==> config.mk <==
export PLATFORM = sky130hd
export DESIGN_NAME = ps2_hex_entry_flat
export DESIGN_NICKNAME = d
export VERILOG_FILES = /design/src/rtl/ps2_hex_entry_pkg.sv /design/src/rtl/ps2_hex_entry_if.sv /design/src/rtl/ps2_frame_rx.sv /design/src/rtl/ps2_hex_entry.sv /design/src/flat_wrapper.sv
export SDC_FILE = /design/constraint.sdc
export NUM_CORES = 1
export LEC_CHECK = 0
export ABC_AREA = 1
export CAP_MARGIN = 20
export CORE_MARGIN = 2
export CORE_UTILIZATION = 65
export CTS_BUF_LIST = sky130_fd_sc_hd__clkbuf_2 sky130_fd_sc_hd__clkbuf_4 sky130_fd_sc_hd__clkbuf_8
export DETAILED_ROUTE_END_ITERATION = 8
export PLACE_DENSITY = 0.87
export SYNTH_ARGS = -nofsm -noshare
export SYNTH_HDL_FRONTEND = slang
export SYNTH_SLANG_ARGS = --single-unit
==> constraint.sdc <==
create_clock -name clock -period 3.7 [get_ports clock]
set_input_delay 0.555 -clock clock [delete_from_list [all_inputs] [get_ports clock]]
set_output_delay 0.555 -clock clock [all_outputs]
set_load 0.02 [all_outputs]
==> src/rtl/ps2_hex_entry_pkg.sv <==
// rtl/ps2_hex_entry_pkg.sv - shared scan codes, state encodings and nibble lookup
// Purpose: constants and types used by the frame receiver and the hex-entry decoder.
// Ports: none (package).
package ps2_hex_entry_pkg;

  localparam logic [7:0] SC_BREAK = 8'hF0;
  localparam logic [7:0] SC_EXT   = 8'hE0;
  localparam logic [7:0] SC_ENTER = 8'h5A;
  localparam logic [7:0] SC_BKSP  = 8'h66;

  // Set-2 make codes for hex digits 0..F, indexed by nibble value.
  localparam logic [7:0] SC_DIGIT [16] = '{
    8'h45, 8'h16, 8'h1E, 8'h26, 8'h25, 8'h2E, 8'h36, 8'h3D,
    8'h3E, 8'h46, 8'h1C, 8'h32, 8'h21, 8'h23, 8'h24, 8'h2B
  };

  typedef enum logic [1:0] {
    FR_IDLE,
    FR_DATA,
    FR_PARITY,
    FR_STOP
  } frame_state_t;

  typedef enum logic [1:0] {
    DEC_NORMAL,
    DEC_BREAK,
    DEC_EXT,
    DEC_EXT_BREAK
  } dec_state_t;

  // Returns {is_digit, nibble}; is_digit is 0 for any non-hex code.
  function automatic logic [4:0] hex_lookup(input logic [7:0] code);
    logic [4:0] res;
    res = 5'd0;
    for (int i = 0; i < 16; i++) begin
      if (code == SC_DIGIT[i]) res = {1'b1, 4'(i)};
    end
    return res;
  endfunction

endpackage

==> src/rtl/ps2_hex_entry_if.sv <==
// rtl/ps2_hex_entry_if.sv - PS/2 line inputs and hex-entry result outputs
// Purpose: bundles the keyboard lines and the user-facing entry/submit signals.
// Ports: ps2_clk, ps2_data (keyboard -> design); user_value, value_valid,
//        entry_value, digit_count, frame_error (design -> consumer).
//        master = keyboard/consumer side, slave = ps2_hex_entry.
interface ps2_hex_entry_if;
  logic       ps2_clk;
  logic       ps2_data;
  logic [7:0] user_value;
  logic       value_valid;
  logic [7:0] entry_value;
  logic [1:0] digit_count;
  logic       frame_error;

  modport master (
    output ps2_clk, ps2_data,
    input  user_value, value_valid, entry_value, digit_count, frame_error
  );

  modport slave (
    input  ps2_clk, ps2_data,
    output user_value, value_valid, entry_value, digit_count, frame_error
  );
endinterface

==> src/rtl/ps2_frame_rx.sv <==
// rtl/ps2_frame_rx.sv - PS/2 frame receiver with input conditioning and timeout
// Purpose: synchronizes and filters the PS/2 lines, assembles 11-bit frames,
//          checks odd parity and stop bit, aborts stalled frames.
// Ports: clock, reset_n (async active-low); ps2_clk, ps2_data (raw async);
//        rx_byte (last received byte), byte_valid (1-cycle pulse),
//        frame_error (1-cycle pulse on parity/stop/timeout error).
module ps2_frame_rx
  import ps2_hex_entry_pkg::*;
#(
  parameter int FILTER_LEN     = 8,
  parameter int TIMEOUT_CYCLES = 50000
) (
  input  logic       clock,
  input  logic       reset_n,
  input  logic       ps2_clk,
  input  logic       ps2_data,
  output logic [7:0] rx_byte,
  output logic       byte_valid,
  output logic       frame_error
);

  localparam int FW = (FILTER_LEN > 1) ? $clog2(FILTER_LEN) : 1;
  localparam int TW = $clog2(TIMEOUT_CYCLES + 1);

  logic [1:0]    clk_sync;
  logic [1:0]    data_sync;
  logic          clk_filt;
  logic          clk_filt_d;
  logic [FW-1:0] filt_cnt;
  logic          fall;
  logic          data_bit;

  // Flops reset high so a bus already idle at release creates no edge.
  always_ff @(posedge clock or negedge reset_n) begin
    if (!reset_n) begin
      clk_sync   <= 2'b11;
      data_sync  <= 2'b11;
      clk_filt   <= 1'b1;
      clk_filt_d <= 1'b1;
      filt_cnt   <= '0;
    end else begin
      clk_sync   <= {clk_sync[0], ps2_clk};
      data_sync  <= {data_sync[0], ps2_data};
      clk_filt_d <= clk_filt;
      // Accept a level change only after FILTER_LEN consecutive differing samples.
      if (clk_sync[1] == clk_filt) begin
        filt_cnt <= '0;
      end else if (filt_cnt == FW'(FILTER_LEN - 1)) begin
        clk_filt <= clk_sync[1];
        filt_cnt <= '0;
      end else begin
        filt_cnt <= filt_cnt + FW'(1);
      end
    end
  end

  assign fall     = clk_filt_d & ~clk_filt;
  assign data_bit = data_sync[1];

  frame_state_t state, state_n;
  logic [2:0]    bit_cnt, bit_cnt_n;
  logic [7:0]    shift, shift_n;
  logic          parity_ok, parity_ok_n;
  logic [TW-1:0] tcnt, tcnt_n;
  logic          valid_n, err_n;

  always_ff @(posedge clock or negedge reset_n) begin
    if (!reset_n) begin
      state       <= FR_IDLE;
      bit_cnt     <= 3'd0;
      shift       <= 8'd0;
      parity_ok   <= 1'b0;
      tcnt        <= '0;
      byte_valid  <= 1'b0;
      frame_error <= 1'b0;
    end else begin
      state       <= state_n;
      bit_cnt     <= bit_cnt_n;
      shift       <= shift_n;
      parity_ok   <= parity_ok_n;
      tcnt        <= tcnt_n;
      byte_valid  <= valid_n;
      frame_error <= err_n;
    end
  end

  always_comb begin
    state_n     = state;
    bit_cnt_n   = bit_cnt;
    shift_n     = shift;
    parity_ok_n = parity_ok;
    valid_n     = 1'b0;
    err_n       = 1'b0;
    tcnt_n      = (state == FR_IDLE || fall) ? '0 : tcnt + TW'(1);
    case (state)
      FR_IDLE: begin
        if (fall && !data_bit) begin
          state_n   = FR_DATA;
          bit_cnt_n = 3'd0;
        end
      end
      FR_DATA: begin
        if (fall) begin
          shift_n   = {data_bit, shift[7:1]};
          bit_cnt_n = bit_cnt + 3'd1;
          if (bit_cnt == 3'd7) state_n = FR_PARITY;
        end
      end
      FR_PARITY: begin
        if (fall) begin
          parity_ok_n = ^{shift, data_bit};
          state_n     = FR_STOP;
        end
      end
      FR_STOP: begin
        if (fall) begin
          state_n = FR_IDLE;
          if (parity_ok && data_bit) valid_n = 1'b1;
          else                       err_n   = 1'b1;
        end
      end
      default: state_n = FR_IDLE;
    endcase
    if (state != FR_IDLE && !fall && tcnt == TW'(TIMEOUT_CYCLES - 1)) begin
      err_n   = 1'b1;
      state_n = FR_IDLE;
    end
  end

  // The shift register holds the byte untouched until the next frame starts.
  assign rx_byte = shift;

endmodule

==> src/rtl/ps2_hex_entry.sv <==
// rtl/ps2_hex_entry.sv - PS/2 hex-entry decoder producing the player's guess byte
// Purpose: decodes make/break/extended scan codes, assembles two hex digits,
//          submits the byte on Enter or keypad Enter.
// Ports: clock, reset_n (async active-low); bus (slave modport): ps2_clk/ps2_data in,
//        user_value, value_valid, entry_value, digit_count, frame_error out.
module ps2_hex_entry
  import ps2_hex_entry_pkg::*;
#(
  parameter int FILTER_LEN     = 8,
  parameter int TIMEOUT_CYCLES = 50000
) (
  input logic           clock,
  input logic           reset_n,
  ps2_hex_entry_if.slave bus
);

  logic [7:0] rx_byte;
  logic       byte_valid;
  logic       frame_error;

  ps2_frame_rx #(
    .FILTER_LEN    (FILTER_LEN),
    .TIMEOUT_CYCLES(TIMEOUT_CYCLES)
  ) u_frame_rx (
    .clock      (clock),
    .reset_n    (reset_n),
    .ps2_clk    (bus.ps2_clk),
    .ps2_data   (bus.ps2_data),
    .rx_byte    (rx_byte),
    .byte_valid (byte_valid),
    .frame_error(frame_error)
  );

  dec_state_t dec, dec_n;
  logic [7:0] user_value;
  logic       value_valid;
  logic [7:0] entry_value;
  logic [1:0] digit_count;
  logic [4:0] lookup;
  logic       digit_hit, bksp, submit;

  always_comb begin
    dec_n     = dec;
    digit_hit = 1'b0;
    bksp      = 1'b0;
    submit    = 1'b0;
    lookup    = hex_lookup(rx_byte);
    if (byte_valid) begin
      case (dec)
        DEC_NORMAL: begin
          if (rx_byte == SC_BREAK)      dec_n     = DEC_BREAK;
          else if (rx_byte == SC_EXT)   dec_n     = DEC_EXT;
          else if (lookup[4])           digit_hit = 1'b1;
          else if (rx_byte == SC_BKSP)  bksp      = 1'b1;
          else if (rx_byte == SC_ENTER) submit    = 1'b1;
        end
        DEC_EXT: begin
          if (rx_byte == SC_BREAK) begin
            dec_n = DEC_EXT_BREAK;
          end else begin
            dec_n  = DEC_NORMAL;
            submit = (rx_byte == SC_ENTER);
          end
        end
        // Release bytes are swallowed so key releases never act.
        default: dec_n = DEC_NORMAL;
      endcase
    end
  end

  always_ff @(posedge clock or negedge reset_n) begin
    if (!reset_n) begin
      dec         <= DEC_NORMAL;
      user_value  <= 8'd0;
      value_valid <= 1'b0;
      entry_value <= 8'd0;
      digit_count <= 2'd0;
    end else begin
      dec         <= dec_n;
      value_valid <= 1'b0;
      if (digit_hit) begin
        // Keep shifting past two digits so the last two typed are retained.
        entry_value <= {entry_value[3:0], lookup[3:0]};
        if (digit_count != 2'd2) digit_count <= digit_count + 2'd1;
      end else if (bksp) begin
        entry_value <= 8'd0;
        digit_count <= 2'd0;
      end else if (submit && digit_count != 2'd0) begin
        user_value  <= entry_value;
        value_valid <= 1'b1;
        entry_value <= 8'd0;
        digit_count <= 2'd0;
      end
    end
  end

  assign bus.user_value  = user_value;
  assign bus.value_valid = value_valid;
  assign bus.entry_value = entry_value;
  assign bus.digit_count = digit_count;
  assign bus.frame_error = frame_error;

endmodule

==> src/flat_wrapper.sv <==
// flat-port wrapper written by rule: the top's interface ports become plain ports
module ps2_hex_entry_flat import ps2_hex_entry_pkg::*;
#(
  parameter int FILTER_LEN     = 8,
  parameter int TIMEOUT_CYCLES = 50000
)
  (clock, reset_n, bus_ps2_clk, bus_ps2_data, bus_user_value, bus_value_valid, bus_entry_value, bus_digit_count, bus_frame_error);
  ps2_hex_entry_if bus_i ();
  input logic clock;
  input logic reset_n;
  input wire logic [$bits(bus_i.ps2_clk)-1:0] bus_ps2_clk;
  input wire logic [$bits(bus_i.ps2_data)-1:0] bus_ps2_data;
  output wire logic [$bits(bus_i.user_value)-1:0] bus_user_value;
  output wire logic [$bits(bus_i.value_valid)-1:0] bus_value_valid;
  output wire logic [$bits(bus_i.entry_value)-1:0] bus_entry_value;
  output wire logic [$bits(bus_i.digit_count)-1:0] bus_digit_count;
  output wire logic [$bits(bus_i.frame_error)-1:0] bus_frame_error;
  assign bus_i.ps2_clk = bus_ps2_clk;
  assign bus_i.ps2_data = bus_ps2_data;
  assign bus_user_value = bus_i.user_value;
  assign bus_value_valid = bus_i.value_valid;
  assign bus_entry_value = bus_i.entry_value;
  assign bus_digit_count = bus_i.digit_count;
  assign bus_frame_error = bus_i.frame_error;
  ps2_hex_entry #(.FILTER_LEN(FILTER_LEN), .TIMEOUT_CYCLES(TIMEOUT_CYCLES)) u_core (.clock(clock), .reset_n(reset_n), .bus(bus_i));
endmodule
Word level (Yosys, flattened, before mapping)

Cells that the tools add are included.

Register bits: 62
Input bits: 4
Output and inout port bits: 20
Logic and storage cells: 156

Add/sub/neg operators: 4
Equality and inequality tests: 38
Mux-type cells: 69
Bitwise operators: 5
Reduce and logical (&&, ||, !) cells: 23

Operators with widths:

| operator                | count |
|---|---|
| $eq A8 B6 Y1 const B    | 11 |
| $mux W5                 | 16 |
| $eq A8 B7 Y1 const B    | 4 |
| $mux W1                 | 28 |
| $mux W2                 | 13 |
| $eq A8 B5 Y1 const B    | 3 |
| $mux W8                 | 3 |
| $add A16 B1 Y16 const B | 1 |
| $eq A16 B16 Y1 const B  | 1 |
| $eq A8 B8 Y1 const B    | 2 |
| $mux W16                | 1 |
| $mux W3                 | 4 |
| $ne A3 B3 Y1 const B    | 4 |
| $reduce_and A2 Y1       | 5 |
| $reduce_xor A9 Y1       | 1 |
| $pmux W2 S4             | 1 |
| $add A3 B1 Y3 const B   | 2 |
| $eq A2 B2 Y1 const B    | 3 |
| $eq A3 B3 Y1 const B    | 2 |
| $ne A2 B2 Y1 const B    | 3 |
| $ne A3 B1 Y1 const B    | 2 |
| $pmux W3 S2             | 1 |
| $reduce_and A3 Y1       | 2 |
| $reduce_bool A2 Y1      | 3 |
| other kinds (14)        | 23 |

Depth between registers and ports, before layout

Gate-level depths: netlist (run 1).

Word-level depth: 26
Mapped depth: 14

Hierarchy

Synthesis (run 1) repeated with hierarchy kept, for this count alone.

Cells, all modules: 416
Area, all modules: 3299.4 um^2

By module, submodules not included:

| module        | instances | cells each | area each (um^2) | sequential area each (um^2) |
|---|---|---|---|---|
| ps2_frame_rx  | 1         | 245        | 2078.2           | 1033.5 |
| ps2_hex_entry | 1         | 171        | 1221.2           | 525.5 |

Worst setup path after synthesis (run 1)

Ideal clock, no wire load.

Kind: reg-to-reg
Start: register u_core.u_frame_rx.state[1]
End: register u_core.u_frame_rx.bit_cnt[1]
Library setup time: 0.121 ns
Data arrival time: 1.400 ns
Setup slack: 2.179 ns
Stages on the path, launching flop included: 7
Buffers on the path: 0
Period minus slack after synthesis: 1.521 ns
Cells stage by stage: dfrtp_1 inv_1 ha_1 inv_1 nor2_1 o21ai_0 a22o_1

Cells in the longest elaborated chain, start to end: 3
Elaborated cells on any way between the ends: 7
Classes of those cells: 3 x eq/ne; 1 x mux; 3 x reduce/logical

Ends and longest elaborated chain:

| element                                          | RTL line           | source |
|---|---|---|
| from (decl)                                      | ps2_frame_rx.sv:60 | `frame_state_t state, state_n;` |
| from (signal assigned)                           | ps2_frame_rx.sv:77 | `state <= state_n;` |
| $eq A2 B1 Y1 or $logic_not A2 Y1 (tied branches) | ps2_frame_rx.sv:95 | `case (state)` |
| $ne A2 B2 Y1 (no line) (tied with other cells)   | -                  |  |
| $reduce_and A3 Y1 (no line)                      | -                  |  |
| to (signal assigned)                             | ps2_frame_rx.sv:78 | `bit_cnt <= bit_cnt_n;` |
| to (decl)                                        | ps2_frame_rx.sv:61 | `logic [2:0] bit_cnt, bit_cnt_n;` |

Several ways; a longest one is shown, not always the timed one.
A chain may end at the register's enable or synchronous reset.

Final worst setup path (run 1)

Start: register u_core.u_frame_rx.state[1]
End: register u_core.u_frame_rx.bit_cnt[2]

The elaborated chain is that of the path after synthesis.

==> impl_metrics.xml, run 1 <==
<?xml version="1.0" encoding="UTF-8"?>
<metrics>
  <group name="floorplan">
    <metric name="initial_core_utilization" unit="%">68.2</metric>
    <metric name="chipHeight" unit="um">74.6</metric>
    <metric name="floorplan.die.width" unit="um">74.6</metric>
    <metric name="die-area" unit="sq um">5570</metric>
    <metric name="cell_rows" unit="">25</metric>
    <metric name="count_of_boundary_i_o_pins" unit="">24</metric>
    <metric name="placeableCoreArea" unit="sq um">4750</metric>
  </group>
  <group name="sta">
    <metric name="worst_slack" unit="ns">1.55</metric>
    <metric name="final_hold_viol_count" unit="">0</metric>
    <metric name="rsz0062_at_grt" unit="">false</metric>
    <metric name="fmaxAchievable" unit="GHz">0.466</metric>
    <metric name="fin_setup_tns" unit="ns">0</metric>
    <metric name="period_share" unit="%">58.0</metric>
    <metric name="finalClockSkew" unit="ns">0.00927</metric>
    <metric name="finalWorstPathRequiredPeriod" unit="ns">2.15</metric>
    <metric name="relative_slew_slack" unit="%">38.9</metric>
    <metric name="worst_slew_pin_slew" unit="ns">0.913</metric>
    <metric name="setup-violations-final" unit="">0</metric>
    <metric name="finalMaxSlewViolations" unit="">0</metric>
  </group>
  <group name="synth">
    <metric name="yosys.area.top_type" unit="">dfrtp_1</metric>
    <metric name="synth-seq-area-share" unit="%">48.1</metric>
    <metric name="synth.top_cell.area_share" unit="%">43.2</metric>
    <metric name="yosys.cell_types.count" unit="">33</metric>
    <metric name="mappedNetlistArea" unit="sq um">3240</metric>
    <metric name="asyncSetResetFlopFracSynth" unit="%">100</metric>
    <metric name="synthMuxAreaShare" unit="%">0</metric>
    <metric name="yosysWarningCount" unit="">0</metric>
    <metric name="synth_top_flop_cell" unit="">dfrtp_1</metric>
    <metric name="synth.area.top_cells" unit="">dfrtp_1, nand2_1, nor2_1, dfstp_2, inv_1</metric>
    <metric name="netlist_instances" unit="">408</metric>
    <metric name="synth_seq_cells" unit="">62</metric>
    <metric name="synth-simple-area-share" unit="%">31.9</metric>
    <metric name="synth.most_common_cell" unit="">nand2_1</metric>
    <metric name="adder_cell_fraction_of_synth_area" unit="%">4.25</metric>
    <metric name="synth-edff-count" unit="">0</metric>
    <metric name="synth_cell_count_leaders" unit="">nand2_1, dfrtp_1, nor2_1</metric>
    <metric name="largest_family_of_logic_cells_by_synthesized_area" unit="">simple AND/OR/NAND/NOR gates</metric>
    <metric name="syn-num-nets" unit="">423</metric>
    <metric name="compound_gate_portion_of_the_synthesized_area" unit="%">6.56</metric>
    <metric name="synth_area_in_xor_xnor" unit="%">2.43</metric>
    <metric name="synthesis.area_per_instance" unit="sq um">7.94</metric>
  </group>
  <group name="critical_path">
    <metric name="worst_endpoint_data_arrival_time" unit="ns">2.37</metric>
    <metric name="critical_path_peak_fanout" unit="">18</metric>
    <metric name="worst_path_max_delay_cell" unit="">nor2_1</metric>
    <metric name="crit_required" unit="ns">3.93</metric>
    <metric name="crit_type" unit="">register to register</metric>
    <metric name="worst_setup_path_end_kind" unit="">register</metric>
    <metric name="slowest_delay" unit="ns">0.70</metric>
    <metric name="crit_top_cell" unit="">inv_1</metric>
    <metric name="start_kind" unit="">register</metric>
    <metric name="timing.critical_path.cells" unit="">inv_1 -&gt; ha_1 -&gt; inv_1 -&gt; nor2_1 -&gt; o21ai_0 -&gt; a22o_1</metric>
  </group>
  <group name="grt">
    <metric name="grt_first_pass_wirelength" unit="um">10900</metric>
    <metric name="grt_overflow_total" unit="">0</metric>
    <metric name="pin_count_of_the_biggest_net_entering_global_routing" unit="">43</metric>
    <metric name="grt_pass1_vias" unit="">2461</metric>
    <metric name="grt.total_usage" unit="%">26.2</metric>
    <metric name="grt_antenna_before_repair" unit="">0</metric>
  </group>
  <group name="route">
    <metric name="vias" unit="">2708</metric>
    <metric name="wl_met3" unit="um">279</metric>
    <metric name="detail_route.wirelength.met1" unit="um">3160</metric>
    <metric name="avgRoutedWirePerCell" unit="um">12.7</metric>
    <metric name="totalWireLength" unit="um">6520</metric>
    <metric name="dr.first_iter.drc_count" unit="">188</metric>
    <metric name="drc" unit="">0</metric>
    <metric name="maxUsedRoutingLayer" unit="">met4</metric>
    <metric name="wl_met2" unit="um">2960</metric>
    <metric name="post_drt_via_cell_ratio" unit="">5.29</metric>
    <metric name="drtAntennaViolNets" unit="">0</metric>
    <metric name="drt_pass1_iterations" unit="">4</metric>
  </group>
  <group name="placement">
    <metric name="dp_cells" unit="">496</metric>
    <metric name="finalWeightedCongestion" unit="">0.993</metric>
    <metric name="port_buffers" unit="">23</metric>
    <metric name="dpl.hpwl" unit="um">4610</metric>
    <metric name="placement.setup.worst_slack" unit="ns">1.59</metric>
  </group>
  <group name="cts">
    <metric name="cts_tree" unit="">yes</metric>
    <metric name="insertion_delay" unit="ns">0.34</metric>
    <metric name="tritoncts.num_buffers" unit="">9</metric>
    <metric name="htree_num_levels" unit="">3</metric>
    <metric name="cts.reportedPaths.clkPinSlew" unit="ns">0.07</metric>
    <metric name="ctsRootBufferMaster" unit="">clkbuf_8</metric>
    <metric name="clock-sinks" unit="">62</metric>
    <metric name="clock_path_buffers" unit="">2</metric>
    <metric name="cts_repair_resize_count" unit="">0</metric>
    <metric name="cts_hold_buffers" unit="">0</metric>
    <metric name="postCtsSetupRepairBufs" unit="">0</metric>
  </group>
  <group name="layout">
    <metric name="num_antenna_cells" unit="">0</metric>
    <metric name="finalCoreUtilization" unit="%">78.6</metric>
    <metric name="post_route_cells_drive_above_1_share" unit="%">11.9</metric>
    <metric name="nets" unit="">455</metric>
    <metric name="area_growth_syn_to_layout" unit="%">15.3</metric>
    <metric name="fin_cells" unit="">512</metric>
  </group>
  <group name="power">
    <metric name="report.power.total" unit="mW">1.79</metric>
    <metric name="p_leak" unit="nW">1.76</metric>
    <metric name="p_per_area" unit="nW/um^2">478</metric>
    <metric name="power.ir.vdd_worst" unit="V">0.000473</metric>
  </group>
  <group name="min_path">
    <metric name="min_path_type" unit="">primary input to async pin</metric>
  </group>
  <group name="run_status">
    <metric name="status" unit="">finished, final reports clean</metric>
  </group>
  <group name="run">
    <metric name="drv.max_cap_violation_count" unit="">0</metric>
  </group>
</metrics>
==> sequential cells by signal, indices dropped and copies added, names as in the netlist <==
name and count:
u_core.u_frame_rx.tcnt 16, u_core.bus.entry_value 8, u_core.bus.user_value 8, u_core.u_frame_rx.rx_byte 8
u_core.u_frame_rx.bit_cnt 3, u_core.u_frame_rx.filt_cnt 3, u_core.bus.digit_count 2, u_core.dec 2
u_core.u_frame_rx.clk_sync 2, u_core.u_frame_rx.data_sync 2, u_core.u_frame_rx.state 2, u_core.bus.value_valid 1
u_core.u_frame_rx.byte_valid 1, u_core.u_frame_rx.clk_filt 1, u_core.u_frame_rx.clk_filt_d 1, u_core.u_frame_rx.frame_error 1
u_core.u_frame_rx.parity_ok 1
==> worst paths after layout <==
check | endpoint | slack [ns] | from | depth (start not counted)
setup / recovery | u_core.u_frame_rx.bit_cnt[2] | 1.55 | u_core.u_frame_rx.state[1] | 6
hold / removal | u_core.u_frame_rx.tcnt[3] | 0.33 | reset_n | 1
setup reg to reg | u_core.u_frame_rx.bit_cnt[2] | 1.55 | u_core.u_frame_rx.state[1] | 6
hold reg to reg | u_core.u_frame_rx.clk_sync[1] | 0.36 | u_core.u_frame_rx.clk_sync[0] | 0
max in group asynchronous | u_core.u_frame_rx.tcnt[2] | 2.55 | reset_n | 2
min in group clock | u_core.u_frame_rx.clk_sync[1] | 0.36 | u_core.u_frame_rx.clk_sync[0] | 0
==> routing by layer <==
| layer | GRT usage, % | vias to the layer above |
|---|---|---|
| li1 | - | 1372 |
| met1 | 37.6 | 1265 |
| met2 | 38.3 | 56 |
| met3 | 8.03 | 15 |
| met4 | 8.93 | 0 |
| met5 | 0 | - |
==> worst max-delay path, delay by kind of cell, from the launching register on <==
kind	cells	cell delay, ns
simple gates	1	0.70
compound gates	2	0.58
flops	1	0.42
fa+ha+maj	1	0.18
buf+inv	2	0.15
==> final cells by class <==
cell class              count  area, sq um
repair buffers             24          233
clock inverters             7         75.1
clock buffers               9          124
inverters                  52          200
well taps                  67         83.8
multi-input cells         291         1460
flip-flops and latches     62         1560
fillers                   328         1020
==> cell usage in the layout (no fill, tap or decap), types with 2 or more instances in the layout <==
cell type | Yosys | routed
a21oi_1 | 6 | 6
a22o_1 | 2 | 2
clkbuf_8 | 0 | 9
clkdlybuf4s50_1 | 0 | 22
clkinv_1 | 2 | 2
clkinv_4 | 0 | 2
clkinvlp_4 | 0 | 3
dfrtp_1 | 56 | 56
dfstp_2 | 6 | 6
ha_1 | 11 | 11
inv_1 | 40 | 40
inv_2 | 9 | 9
nand2_1 | 113 | 113
nand2_2 | 6 | 6
nand3_1 | 23 | 23
nand3_2 | 3 | 3
nand4_1 | 10 | 10
nor2_1 | 53 | 53
nor2_2 | 6 | 6
nor3_1 | 13 | 13
o21ai_0 | 21 | 21
o21ai_1 | 4 | 4
o31ai_1 | 2 | 2
xnor2_1 | 6 | 6
xor2_1 | 3 | 3
==> report_power, final <==
| part | switching (mW) | leakage, nW | total (mW) | internal [mW] |
|---|---|---|---|---|
| logic | 0.261 | 0.837 | 0.384 | 0.122 |
| registers | 0.0570 | 0.835 | 0.812 | 0.755 |
| clock network | 0.280 | 0.0914 | 0.591 | 0.311 |
==> logic make-up after synthesis <==
logic type               count (synthesis)
AO/OA/AOI/OAI                           38
XOR/XNOR                                 9
adder cells (fa/ha/maj)                 11
buffers and inverters                   55
flip-flops                              62
AND/OR/NAND/NOR                        233
==> stage by stage <==
| step | cell area, sq um | hold WS (ns) |
|---|---|---|
| floorplan | 3240 | 0.259 |
| detailed placement | 3540 | 0.353 |
| CTS | 3740 | 0.354 |
| global route | 3740 | 0.369 |
| global placement | 3540 | 0.347 |
| finish | 3740 | 0.330 |
Note: power is estimated with default switching activity, not from simulation.
==> run 2: changes to the inputs <==
--- a/config.mk
+++ b/config.mk
@@ -8,10 +8,10 @@
 export ABC_AREA = 1
 export CAP_MARGIN = 20
 export CORE_MARGIN = 2
-export CORE_UTILIZATION = 65
+export CORE_UTILIZATION = 61
 export CTS_BUF_LIST = sky130_fd_sc_hd__clkbuf_2 sky130_fd_sc_hd__clkbuf_4 sky130_fd_sc_hd__clkbuf_8
 export DETAILED_ROUTE_END_ITERATION = 8
-export PLACE_DENSITY = 0.87
+export PLACE_DENSITY = 0.83
 export SYNTH_ARGS = -nofsm -noshare
 export SYNTH_HDL_FRONTEND = slang
 export SYNTH_SLANG_ARGS = --single-unit
==> constraint.sdc (replaced) <==
create_clock -name clock -period 2.03 [get_ports clock]
set_input_delay 0.3045 -clock clock [delete_from_list [all_inputs] [get_ports clock]]
set_output_delay 0.3045 -clock clock [all_outputs]
set_load 0.02 [all_outputs]
==> impl_metrics.xml, run 2 (synthesis gave the netlist of run 1 again) <==
<?xml version="1.0" encoding="UTF-8"?>
<metrics>
  <group name="cts">
    <metric name="tritoncts.num_buffers" unit="">9</metric>
    <metric name="htree_num_levels" unit="">3</metric>
    <metric name="ctsRootBufferMaster" unit="">clkbuf_8</metric>
    <metric name="cts.reportedPaths.clkPinSlew" unit="ns">0.07</metric>
    <metric name="cts_tree" unit="">yes</metric>
    <metric name="postCtsSetupRepairBufs" unit="">0</metric>
    <metric name="clock-sinks" unit="">62</metric>
    <metric name="clock_path_buffers" unit="">2</metric>
    <metric name="cts_repair_resize_count" unit="">0</metric>
    <metric name="insertion_delay" unit="ns">0.35</metric>
  </group>
  <group name="critical_path">
    <metric name="worst_setup_path_end_kind" unit="">register</metric>
    <metric name="timing.rr.end" unit="">u_core.u_frame_rx.tcnt[12]</metric>
    <metric name="start_kind" unit="">register</metric>
    <metric name="reg2reg_slack" unit="ns">0.23</metric>
    <metric name="worst_endpoint_data_arrival_time" unit="ns">2.03</metric>
    <metric name="critical_path_peak_fanout" unit="">3</metric>
    <metric name="reg2reg_from" unit="">u_core.u_frame_rx.tcnt[0]</metric>
    <metric name="crit_required" unit="ns">2.26</metric>
    <metric name="worst_setup_path_start" unit="">u_core.u_frame_rx.tcnt[0]</metric>
    <metric name="crit_type" unit="">register to register</metric>
    <metric name="timing.reg2reg.worst_path_depth" unit="">10</metric>
  </group>
  <group name="route">
    <metric name="drtAntennaViolNets" unit="">0</metric>
    <metric name="wl_met2" unit="um">3480</metric>
    <metric name="vias" unit="">2728</metric>
    <metric name="post_drt_via_cell_ratio" unit="">5.27</metric>
    <metric name="detail_route.wirelength.met1" unit="um">2760</metric>
    <metric name="maxUsedRoutingLayer" unit="">met4</metric>
    <metric name="drt_pass1_iterations" unit="">5</metric>
    <metric name="wl_met3" unit="um">305</metric>
    <metric name="dr.first_iter.drc_count" unit="">144</metric>
    <metric name="drc" unit="">0</metric>
    <metric name="avgRoutedWirePerCell" unit="um">12.9</metric>
    <metric name="totalWireLength" unit="um">6680</metric>
  </group>
  <group name="power">
    <metric name="power_switching" unit="mW">1.05</metric>
    <metric name="p_per_area" unit="nW/um^2">887</metric>
    <metric name="report.power.total" unit="mW">3.37</metric>
    <metric name="p_leak" unit="nW">1.80</metric>
    <metric name="clock_power_share" unit="%">34.8</metric>
    <metric name="power.internal" unit="mW">2.32</metric>
    <metric name="seq_power_share" unit="%">44.0</metric>
    <metric name="p_sw_share" unit="%">31.1</metric>
    <metric name="combPwrFrac" unit="%">21.1</metric>
    <metric name="power.ir.vdd_worst" unit="V">0.000706</metric>
  </group>
  <group name="layout">
    <metric name="leading_cell_type_in_the_layout_fill_and_taps_excluded" unit="">nand2_1</metric>
    <metric name="n_fill_cell" unit="">390</metric>
    <metric name="multiInputGateArea" unit="sq um">1460</metric>
    <metric name="layout.cells.most_common_list" unit="">nand2_1, dfrtp_1, nor2_1</metric>
    <metric name="registers.top_by_ff_count" unit="">u_core.u_frame_rx.tcnt</metric>
    <metric name="area_growth_syn_to_layout" unit="%">17.2</metric>
    <metric name="post_route_cells_drive_above_1_share" unit="%">12.3</metric>
    <metric name="flip_flop_count_of_the_largest_register_after_layout" unit="">16</metric>
    <metric name="num_antenna_cells" unit="">0</metric>
    <metric name="nets" unit="">458</metric>
    <metric name="seqCellArea" unit="sq um">1560</metric>
  </group>
  <group name="grt">
    <metric name="grt_antenna_before_repair" unit="">0</metric>
    <metric name="grt_first_pass_wirelength" unit="um">12000</metric>
    <metric name="grt_pass1_vias" unit="">2770</metric>
    <metric name="grt_overflow_total" unit="">0</metric>
    <metric name="grt.total_usage" unit="%">25.8</metric>
    <metric name="pin_count_of_the_biggest_net_entering_global_routing" unit="">40</metric>
  </group>
  <group name="sta">
    <metric name="setup-violations-final" unit="">0</metric>
    <metric name="finalClockSkew" unit="ns">0.00743</metric>
    <metric name="fin_setup_tns" unit="ns">0</metric>
    <metric name="finalWorstPathRequiredPeriod" unit="ns">1.80</metric>
    <metric name="period_share" unit="%">88.5</metric>
    <metric name="fmaxAchievable" unit="GHz">0.557</metric>
    <metric name="worst_slack" unit="ns">0.234</metric>
    <metric name="finalMaxSlewViolations" unit="">0</metric>
    <metric name="rsz0062_at_grt" unit="">false</metric>
    <metric name="worst_slew_pin_slew" unit="ns">0.576</metric>
    <metric name="relative_slew_slack" unit="%">61.6</metric>
    <metric name="final_hold_viol_count" unit="">0</metric>
  </group>
  <group name="floorplan">
    <metric name="count_of_boundary_i_o_pins" unit="">24</metric>
    <metric name="placeableCoreArea" unit="sq um">5110</metric>
    <metric name="floorplan.die.width" unit="um">76.9</metric>
    <metric name="die-area" unit="sq um">5910</metric>
    <metric name="cell_rows" unit="">26</metric>
    <metric name="chipHeight" unit="um">76.9</metric>
    <metric name="initial_core_utilization" unit="%">63.4</metric>
  </group>
  <group name="min_path">
    <metric name="whs_endpoint" unit="">u_core.u_frame_rx.data_sync[1]</metric>
    <metric name="min_path_type" unit="">register to register</metric>
    <metric name="hold-path-cell-count" unit="">0</metric>
    <metric name="hold_startpoint" unit="">u_core.u_frame_rx.data_sync[0]</metric>
  </group>
  <group name="run">
    <metric name="drv.max_cap_violation_count" unit="">0</metric>
  </group>
  <group name="placement">
    <metric name="finalWeightedCongestion" unit="">0.931</metric>
    <metric name="dpl.hpwl" unit="um">5010</metric>
    <metric name="port_buffers" unit="">23</metric>
    <metric name="placement.setup.worst_slack" unit="ns">0.260</metric>
  </group>
  <group name="run_status">
    <metric name="status" unit="">finished, final reports clean</metric>
  </group>
</metrics>
## run 2: layout make-up
class / count / share of cell area [%]
clock buffers: 10 / 3.46
well taps: 70 / 2.31
multi-input cells: 291 / 38.5
inverters: 52 / 5.27
clock inverters: 6 / 2.27
flip-flops and latches: 62 / 41.1
repair buffers: 27 / 7.12
## run 2: worst max path at each step
stage | endpoint | cells past startpoint | slack (ns)
floorplan | u_core.u_frame_rx.bit_cnt[1] | 6 | 0.51
global placement | u_core.u_frame_rx.state[0] | 9 | 0.34
detailed placement | u_core.u_frame_rx.tcnt[12] | 10 | 0.26
CTS | u_core.u_frame_rx.tcnt[12] | 10 | 0.25
global route | u_core.u_frame_rx.tcnt[12] | 10 | 0.02
finish | u_core.u_frame_rx.tcnt[12] | 10 | 0.23
## run 2: routing by layer
layer | GRT usage [%] | vias to the layer above
li1 | - | 1376
met1 | 29.4 | 1277
met2 | 45.7 | 63
met3 | 7.88 | 12
met4 | 8.91 | 0
met5 | 0 | -
## run 2: critical path, cell delays in order (launching register included)
cell and delay (ns):
dfrtp_1 0.38, ha_1 0.18, nand2_1 0.07, nor2_1 0.12, nand2_1 0.08, nor2_1 0.17
nand2_1 0.11, nor2_1 0.18, nand3_1 0.12, o21ai_0 0.20, a21oi_1 0.06
## run 2: metrics by stage
step | hold slack [ns] | util (%) | std cells | instance area [sq um]
2_1_floorplan | 0.00891 | - | 408 | 3240
3_3_place_gp | 0.319 | 69.9 | 501 | 3570
3_5_place_dp | 0.329 | 69.9 | 501 | 3570
4_1_cts | 0.358 | 74.4 | 518 | 3800
5_1_grt | 0.357 | 74.4 | 518 | 3800
6_report | 0.358 | 74.4 | 518 | 3800
## run 2: timing repair
| item | 4_1_cts | 5_1_grt |
|---|---|---|
| endpoints found under the hold margin | 23 | 0 |
| setup endpoints to repair | 0 | 0 |
| hold buffers | 1 | 0 |
## run 2: power by group through the flow
stage | clock, mW | sequential, mW | combinational [mW]
6_report | 1.17 | 1.48 | 0.711
5_1_grt | 1.26 | 1.50 | 0.820
4_1_cts | 1.20 | 1.48 | 0.720
3_5_place_dp | 0 | 1.50 | 0.716
3_3_place_gp | 0 | 1.49 | 0.671
2_1_floorplan | 0 | 1.48 | 0.510
